## config.mk

```make
export PLATFORM = sky130hd
export DESIGN_NAME = pixel_stream_tx_flat
export DESIGN_NICKNAME = d
export VERILOG_FILES = /design/src/rtl/pixel_stream_tx_pkg.sv /design/src/rtl/pixel_stream_tx_if.sv /design/src/rtl/pixel_stream_tx_raster_counter.sv /design/src/rtl/pixel_stream_tx.sv /design/src/flat_wrapper.sv
export SDC_FILE = /design/constraint.sdc
export NUM_CORES = 1
export LEC_CHECK = 0
export CAP_MARGIN = 40
export CORE_ASPECT_RATIO = 0.8
export CORE_UTILIZATION = 49
export CTS_CLUSTER_SIZE = 14
export DETAILED_ROUTE_END_ITERATION = 12
export PLACE_DENSITY = 0.83
export REMOVE_ABC_BUFFERS = 1
export SYNTH_ARGS = -nofsm -noshare
export SYNTH_HDL_FRONTEND = slang
export SYNTH_HIERARCHICAL = 1
export SYNTH_SLANG_ARGS = --single-unit
```

## constraint.sdc

```tcl
create_clock -name clk -period 6.7 [get_ports clk]
set_input_delay 1.34 -clock clk [delete_from_list [all_inputs] [get_ports clk]]
set_output_delay 1.34 -clock clk [all_outputs]
set_load 0.005 [all_outputs]
```

## src/rtl/pixel_stream_tx_pkg.sv

```systemverilog
// rtl/pixel_stream_tx_pkg.sv - FSM encodings, defaults and small helpers for the padded pixel source
package pixel_stream_tx_pkg;

  localparam logic [1:0] ST_IDLE   = 2'd0;
  localparam logic [1:0] ST_BORDER = 2'd1;
  localparam logic [1:0] ST_PIX    = 2'd2;

  localparam int PAD_VAL_DEFAULT = 0;

  // Counters never shrink below one bit so degenerate 1-wide frames still elaborate.
  function automatic int cnt_width(input int n);
    return (n > 1) ? $clog2(n) : 1;
  endfunction

  function automatic logic in_band(input int pos, input int lo, input int len);
    return (pos >= lo) && (pos < lo + len);
  endfunction

endpackage

```

## src/rtl/pixel_stream_tx_if.sv

```systemverilog
// rtl/pixel_stream_tx_if.sv - upstream pixel handshake, line-buffer stream and frame status bundle
interface pixel_stream_tx_if #(
  parameter int DATA_W = 8
);
  logic              start_i;
  logic              pix_valid_i;
  logic [DATA_W-1:0] pix_i;
  logic              pix_ready_o;
  logic [DATA_W-1:0] data_o;
  logic              done_o;
  logic              busy_o;
  logic              frame_done_o;

  modport slave (
    input  start_i, pix_valid_i, pix_i,
    output pix_ready_o, data_o, done_o, busy_o, frame_done_o
  );

  modport master (
    output start_i, pix_valid_i, pix_i,
    input  pix_ready_o, data_o, done_o, busy_o, frame_done_o
  );
endinterface

```

## src/rtl/pixel_stream_tx_raster_counter.sv

```systemverilog
// rtl/pixel_stream_tx_raster_counter.sv - raster row/col position counter with wrap and last-position flag
module raster_counter
  import pixel_stream_tx_pkg::*;
#(
  parameter int PR = 18,
  parameter int PC = 18,
  localparam int RW = cnt_width(PR),
  localparam int CW = cnt_width(PC)
) (
  input  logic          clk,
  input  logic          rst,
  input  logic          clear,
  input  logic          advance,
  output logic [RW-1:0] next_row,
  output logic [CW-1:0] next_col,
  output logic          last
);

  localparam logic [RW-1:0] ROW_LAST = RW'(PR - 1);
  localparam logic [CW-1:0] COL_LAST = CW'(PC - 1);

  logic [RW-1:0] row;
  logic [CW-1:0] col;
  logic          col_wrap;

  assign col_wrap = (col == COL_LAST);
  assign last     = col_wrap && (row == ROW_LAST);

  // next_* is the position after an advance; the top decodes it to pick the next state.
  always_comb begin
    next_col = col_wrap ? '0 : col + 1'b1;
    next_row = row;
    if (col_wrap) begin
      next_row = (row == ROW_LAST) ? '0 : row + 1'b1;
    end
  end

  always_ff @(posedge clk or negedge rst) begin
    if (!rst) begin
      row <= '0;
      col <= '0;
    end else if (clear) begin
      row <= '0;
      col <= '0;
    end else if (advance) begin
      row <= next_row;
      col <= next_col;
    end
  end

endmodule

```

## src/rtl/pixel_stream_tx.sv

```systemverilog
// rtl/pixel_stream_tx.sv - emits interior pixels in raster order wrapped in a constant PAD-wide border
module pixel_stream_tx
  import pixel_stream_tx_pkg::*;
#(
  parameter int                COLS    = 256,
  parameter int                ROWS    = 256,
  parameter int                PAD     = 8,
  parameter int                DATA_W  = 8,
  parameter logic [DATA_W-1:0] PAD_VAL = DATA_W'(PAD_VAL_DEFAULT)
) (
  input  logic               clk,
  input  logic               rst,
  pixel_stream_tx_if.slave   bus
);

  localparam int PR = ROWS + 2 * PAD;
  localparam int PC = COLS + 2 * PAD;
  localparam int RW = cnt_width(PR);
  localparam int CW = cnt_width(PC);

  logic [1:0]        state;
  logic [1:0]        state_nx;
  logic [RW-1:0]     next_row;
  logic [CW-1:0]     next_col;
  logic              last;
  logic              start_ok;
  logic              beat;
  logic [DATA_W-1:0] beat_data;

  function automatic logic interior(input int r, input int c);
    return in_band(r, PAD, ROWS) && in_band(c, PAD, COLS);
  endfunction

  // busy_o is still high on the final-beat cycle, so a start there is dropped.
  assign start_ok = (state == ST_IDLE) && bus.start_i && !bus.frame_done_o;

  raster_counter #(
    .PR (PR),
    .PC (PC)
  ) u_raster_counter (
    .clk      (clk),
    .rst      (rst),
    .clear    (start_ok),
    .advance  (beat),
    .next_row (next_row),
    .next_col (next_col),
    .last     (last)
  );

  always_comb begin
    beat      = 1'b0;
    beat_data = PAD_VAL;
    state_nx  = state;
    case (state)
      ST_IDLE: begin
        if (start_ok) begin
          state_nx = interior(0, 0) ? ST_PIX : ST_BORDER;
        end
      end
      ST_BORDER: beat = 1'b1;
      ST_PIX: begin
        beat      = bus.pix_valid_i;
        beat_data = bus.pix_i;
      end
      default: state_nx = ST_IDLE;
    endcase
    if (beat) begin
      if (last) begin
        state_nx = ST_IDLE;
      end else begin
        state_nx = interior(int'(next_row), int'(next_col)) ? ST_PIX : ST_BORDER;
      end
    end
  end

  always_ff @(posedge clk or negedge rst) begin
    if (!rst) begin
      state            <= ST_IDLE;
      bus.data_o       <= '0;
      bus.done_o       <= 1'b0;
      bus.frame_done_o <= 1'b0;
    end else begin
      state            <= state_nx;
      bus.data_o       <= beat ? beat_data : '0;
      bus.done_o       <= beat;
      bus.frame_done_o <= beat && last;
    end
  end

  assign bus.pix_ready_o = (state == ST_PIX);
  assign bus.busy_o      = (state != ST_IDLE) || bus.frame_done_o;

endmodule

```

## src/flat_wrapper.sv

```systemverilog
// flat-port wrapper written by rule: the top's interface ports become plain ports
module pixel_stream_tx_flat import pixel_stream_tx_pkg::*;
#(
  parameter int                COLS    = 256,
  parameter int                ROWS    = 256,
  parameter int                PAD     = 8,
  parameter int                DATA_W  = 8,
  parameter logic [DATA_W-1:0] PAD_VAL = DATA_W'(PAD_VAL_DEFAULT)
)
  (clk, rst, bus_start_i, bus_pix_valid_i, bus_pix_i, bus_pix_ready_o, bus_data_o, bus_done_o, bus_busy_o, bus_frame_done_o);
  pixel_stream_tx_if #(.DATA_W(DATA_W)) bus_i ();
  input  logic clk;
  input  logic rst;
  input wire logic [$bits(bus_i.start_i)-1:0] bus_start_i;
  input wire logic [$bits(bus_i.pix_valid_i)-1:0] bus_pix_valid_i;
  input wire logic [$bits(bus_i.pix_i)-1:0] bus_pix_i;
  output wire logic [$bits(bus_i.pix_ready_o)-1:0] bus_pix_ready_o;
  output wire logic [$bits(bus_i.data_o)-1:0] bus_data_o;
  output wire logic [$bits(bus_i.done_o)-1:0] bus_done_o;
  output wire logic [$bits(bus_i.busy_o)-1:0] bus_busy_o;
  output wire logic [$bits(bus_i.frame_done_o)-1:0] bus_frame_done_o;
  assign bus_i.start_i = bus_start_i;
  assign bus_i.pix_valid_i = bus_pix_valid_i;
  assign bus_i.pix_i = bus_pix_i;
  assign bus_pix_ready_o = bus_i.pix_ready_o;
  assign bus_data_o = bus_i.data_o;
  assign bus_done_o = bus_i.done_o;
  assign bus_busy_o = bus_i.busy_o;
  assign bus_frame_done_o = bus_i.frame_done_o;
  pixel_stream_tx #(.COLS(COLS), .ROWS(ROWS), .PAD(PAD), .DATA_W(DATA_W), .PAD_VAL(PAD_VAL)) u_core (.clk(clk), .rst(rst), .bus(bus_i));
endmodule
```

# After elaboration in Yosys (flattened, before gate mapping)
# Cells that the tools add are included.
# word_totals
regBits	30
input_bits	12
output_inout_bits	12
elab_cells	47
# op_classes
add_sub_neg	2
order_cmp	4
n_eq_ne	6
n_mux	15
reduce_logical	14
# ops
cell	count
$mux 9	7
$add 9x1->9 const B	2
$eq 9x9->1 const B	2
$ge 9x4->1 const B	2
$lt 9x9->1 const B	2
$mux 8	2
$mux 2	4
$logic_and 1x1->1	7
$pmux 2 s2	1
$reduce_bool 2->1	2
$ne 3x1->1 const B	1
$eq 2x1->1 const B	1
$eq 2x2->1 const B	1
$logic_not 2->1	1
$ne 2x1->1 const B	1
$pmux 1 s2	1
$reduce_and 2->1	1
$reduce_or 2->1	1
$logic_not 1->1	1
$logic_or 1x1->1	1

# Longest topological paths before layout
# depth
depth_word	9
ltp_mapped	11
ltp_nobuf	9

# Hierarchy
# The synthesis kept the hierarchy.
# modules_own_cells
module	instances	cells_per_inst	area_each_um2	seq_area_each_um2
raster_counter	1	156	1277.5	450.4
pixel_stream_tx	1	48	541.8	300.3

# Worst setup path before layout
# OpenSTA, ideal clock, no wires.
# synth_path
kind	register to register
startpoint	register u_core.u_raster_counter.col[4]
endpoint	register u_core.state[0]
setup_ps	73
arrival_ps	3099
required_ps	6627
slack_ps	3528
path_stages_with_launch	11
path_buffers	2
synth_period_minus_slack_ps	3172
cell_sequence	dfrtp_1 > buf_6 > or4b_4 > buf_6 > nor3_1 > nand4_1 > xnor2_1 > or4_1 > or3_1 > and3b_1 > a21oi_2
# synth_between
elab_chain_cells	8
elab_cells_between_ends	15
cone_classes	add/sub (1); order compare (4); eq/ne (1); mux (5); reduce/logical (4)
# synth_rtl
element	line_no	text
start, declared	pixel_stream_tx_raster_counter.sv:23	logic [CW-1:0] col;
start signal, assigned	pixel_stream_tx_raster_counter.sv:47	col <= next_col;
$eq 9x9->1 *	pixel_stream_tx_raster_counter.sv:26	assign col_wrap = (col == COL_LAST);
$mux 9 *	pixel_stream_tx_raster_counter.sv:33	if (col_wrap) begin
via u_core.next_row[6]	pixel_stream_tx.sv:23	logic [RW-1:0] next_row;
$ge 9x4->1 / $lt 9x9->1 (equally long branches)	pixel_stream_tx_pkg.sv:16	return (pos >= lo) && (pos < lo + len);
$logic_and 1x1->1 *	pixel_stream_tx_pkg.sv:16	
$logic_and 1x1->1 *	pixel_stream_tx.sv:31	return in_band(r, PAD, ROWS) && in_band(c, PAD, COLS);
$mux 2 *	pixel_stream_tx.sv:71	state_nx = interior(int'(next_row), int'(next_col)) ? ST_PIX : ST_BORDER;
$mux 2 *	pixel_stream_tx.sv:68	if (last) begin
$mux 2 *	pixel_stream_tx.sv:67	if (beat) begin
end signal, assigned	pixel_stream_tx.sv:83	state <= state_nx;
end, declared	pixel_stream_tx.sv:21	logic [1:0] state;
# Mark *: on every way through the listed nets, which the timed path passes. The rest lies on a longest branch.
# A chain may end at the register's enable or synchronous reset.

# Worst setup path in the final report
# Ends and elaborated chain as after synthesis.

==> flow_summary_export.csv <==
group,metric,value,unit
global_route,grt_pass1_vias,1367,
drt,via_count,1504,
setup_path,cp_data_required_time,6.92,ns
logic_synthesis,synth_area_per_cell,9.092,um2
floorplanning,start_util,0.5143,
clocking,cts_tree,"built",
global_route,antenna_found_initial,0,
timing,finalSetupViolCount,0,
logic_synthesis,synth_cells,195,
placed_design,hpwl,2.589,mm
timing,skew,0.007756,ns
clocking,h-tree-depth,2,
clocking,cts_resized,0,
setup_path,r2r_slack,3.44,ns
logic_synthesis,synth_area,1773,um2
finish,final_cells,258,
drt,wl_per_cell,14.25,um
finish,syn_to_final_growth,18.56,%
setup_path,crit_fanout,10,
global_route,grt.overflow.total,0,
drt,via_per_inst,5.829,
clocking,clockBufferDepth,2,
power_and_ir_drop,p_leak,0.9382,nW
floorplanning,die_x,69.25,um
power_and_ir_drop,irDropWorstVdd,0.0001306,V
min_path,hold_path_startpoint,"u_core/u_raster_counter/col[8]",
min_path,whs_path_depth,1,
clocking,insertion_delay,0.29,ns
logic_synthesis,synth_warnings,6,
finish,drive_gt1_frac,0.06944,
floorplanning,die_area,3864,um2
floorplanning,io_pins,24,
timing,hold_viol,0,
power_and_ir_drop,power_density,229.6,nW/um2
timing,drv_slew,0,
setup_path,critPathCaptureType,"register",
flow_run,cap_violations,0,
clocking,cts_made_buffers,5,
setup_path,cp-start-kind,"register",
clocking,root_buffer,"clkbuf_8",
timing,fin_ws,3.442,ns
placed_design,post-place-ws,3.409,ns
drt,drtPass1Iterations,4,
drt,wl,3.677,mm
floorplanning,rows,19,
timing,rsz0062_at_grt,"no",
global_route,grtUsageTotal,0.2175,
setup_path,critPathLaunch,"u_core/u_raster_counter/col[4]",
placed_design,io_buffers,23,
drt,drt_iter0_drc,92,
clocking,clock-sinks,30,
setup_path,worstSetupPathType,"register to register",
floorplanning,dieHeight,55.80,um
floorplanning,coreArea,3447,um2
finish,nFillCells,300,
clocking,clk_pin_slew,0.07,ns
min_path,min_to,"u_core/u_raster_counter/col[8]",
timing,layout_min_cycle_time,3.258,ns
clocking,cts-hold-fix-buffers,0,
finish,n_antenna_cell,0,
status,status,"completed",
timing,slew_headroom,0.5171,
setup_path,r2r_cells,8,
timing,timing.final.crit_share,0.4862,
finish,fin_nets,232,
timing,tightest_slew,0.7188,ns
setup_path,r2r-end,"u_core/state[0]",
timing,fmax,307.0,MHz
setup_path,r2r_start,"u_core/u_raster_counter/col[4]",
placed_design,gp_congestion,0.9031,
global_route,grt_max_degree,31,
min_path,hold_path_class,"register to register",
drt,final_antenna_net_count,0,
timing,finalSetupTns,0,ns
clocking,post_cts_buffers,0,
drt,drc_errors,0,
setup_path,crit_arrival,3.48,ns
global_route,grt_pass1_wl,6.472,mm
placed_design,dp.cells,250,
-- report_power, final --
| group | internal [mW] | leakage, nW | switching (mW) | total (mW) |
|---|---|---|---|---|
| sequential | 0.193 | 0.414 | 0.00830 | 0.201 |
| combinational | 0.0563 | 0.477 | 0.0728 | 0.129 |
| clock | 0.0824 | 0.0472 | 0.0702 | 0.153 |
| total | 0.331 | 0.938 | 0.151 | 0.483 |
-- worst max path at each step --
stage                                      to  slack (ns)  depth (start not counted)
2_1_floorplan  u_core/u_raster_counter/row[3]        3.35                          6
3_3_place_gp   u_core/u_raster_counter/row[3]        3.45                          7
3_5_place_dp   u_core/u_raster_counter/row[3]        3.41                          7
6_report                      u_core/state[0]        3.44                          8
4_1_cts                       u_core/state[0]        3.45                          8
5_1_grt                       u_core/state[0]        3.24                          8
-- critical path, cell delays in order, from the launching register on --
cell and delay (ns):
dfrtp_1 0.47, or4b_4 0.63, nor3_1 0.58, nand4_1 0.19, xnor2_1 0.16, or4_1 0.51, or3_1 0.33, and3b_1 0.20
a21oi_2 0.12
-- per-stage QoR --
stage	instance area (um2)	utilization	total power, mW	hold WS [ns]
2_1_floorplan	1702	-	0.2811	0.4957
3_3_place_gp	2007	0.5822	0.3295	0.5241
3_5_place_dp	2007	0.5822	0.3329	0.5336
4_1_cts	2102	0.6098	0.4884	0.5487
5_1_grt	2102	0.6098	0.5158	0.5807
6_report	2102	0.6098	0.4826	0.5553
-- metal layers --
layer | GRT usage | part of all wire | vias up
li1 | - | - | 746
met1 | 0.3041 | 0.49 | 704
met2 | 0.3051 | 0.42 | 48
met3 | 0.08152 | 0.072 | 6
met4 | 0.08455 | 0.015 | 0
met5 | 0 | 0 | -
-- registers in the layout, indices dropped and copies added, names as in the netlist --
name	cells
u_core/u_raster_counter/col	9
u_core/u_raster_counter/row	9
u_core/bus.data_o	8
u_core/state	2
u_core/bus.done_o	1
u_core/bus.frame_done_o	1
-- placed cells by master (no fill, tap or decap), types with 4 or more instances in the layout --
master	n
a21oi_1	13
and3_1	12
clkbuf_8	6
clkdlybuf4s50_1	23
dfrtp_1	30
ha_1	5
inv_1	6
nand2_1	8
nand2b_1	4
nand3_1	9
nand4_1	5
nor2_1	15
nor2b_1	4
nor3_1	7
o21ai_0	12
o31ai_1	4
or3_1	9
or4_1	5
xnor2_1	8
xor2_1	4
-- cell type report --
class                      instances  area, um2  area share
inverter                           6      22.52     0.01071
clock buffer                       6      82.58     0.03929
tap                               42      52.55     0.02500
multi-input combinational        146      928.4      0.4417
clock inverter                     2      12.51    0.005952
sequential                        30      750.7      0.3571
timing repair buffer              26      252.7      0.1202
Power figures use the tool's default switching activity.
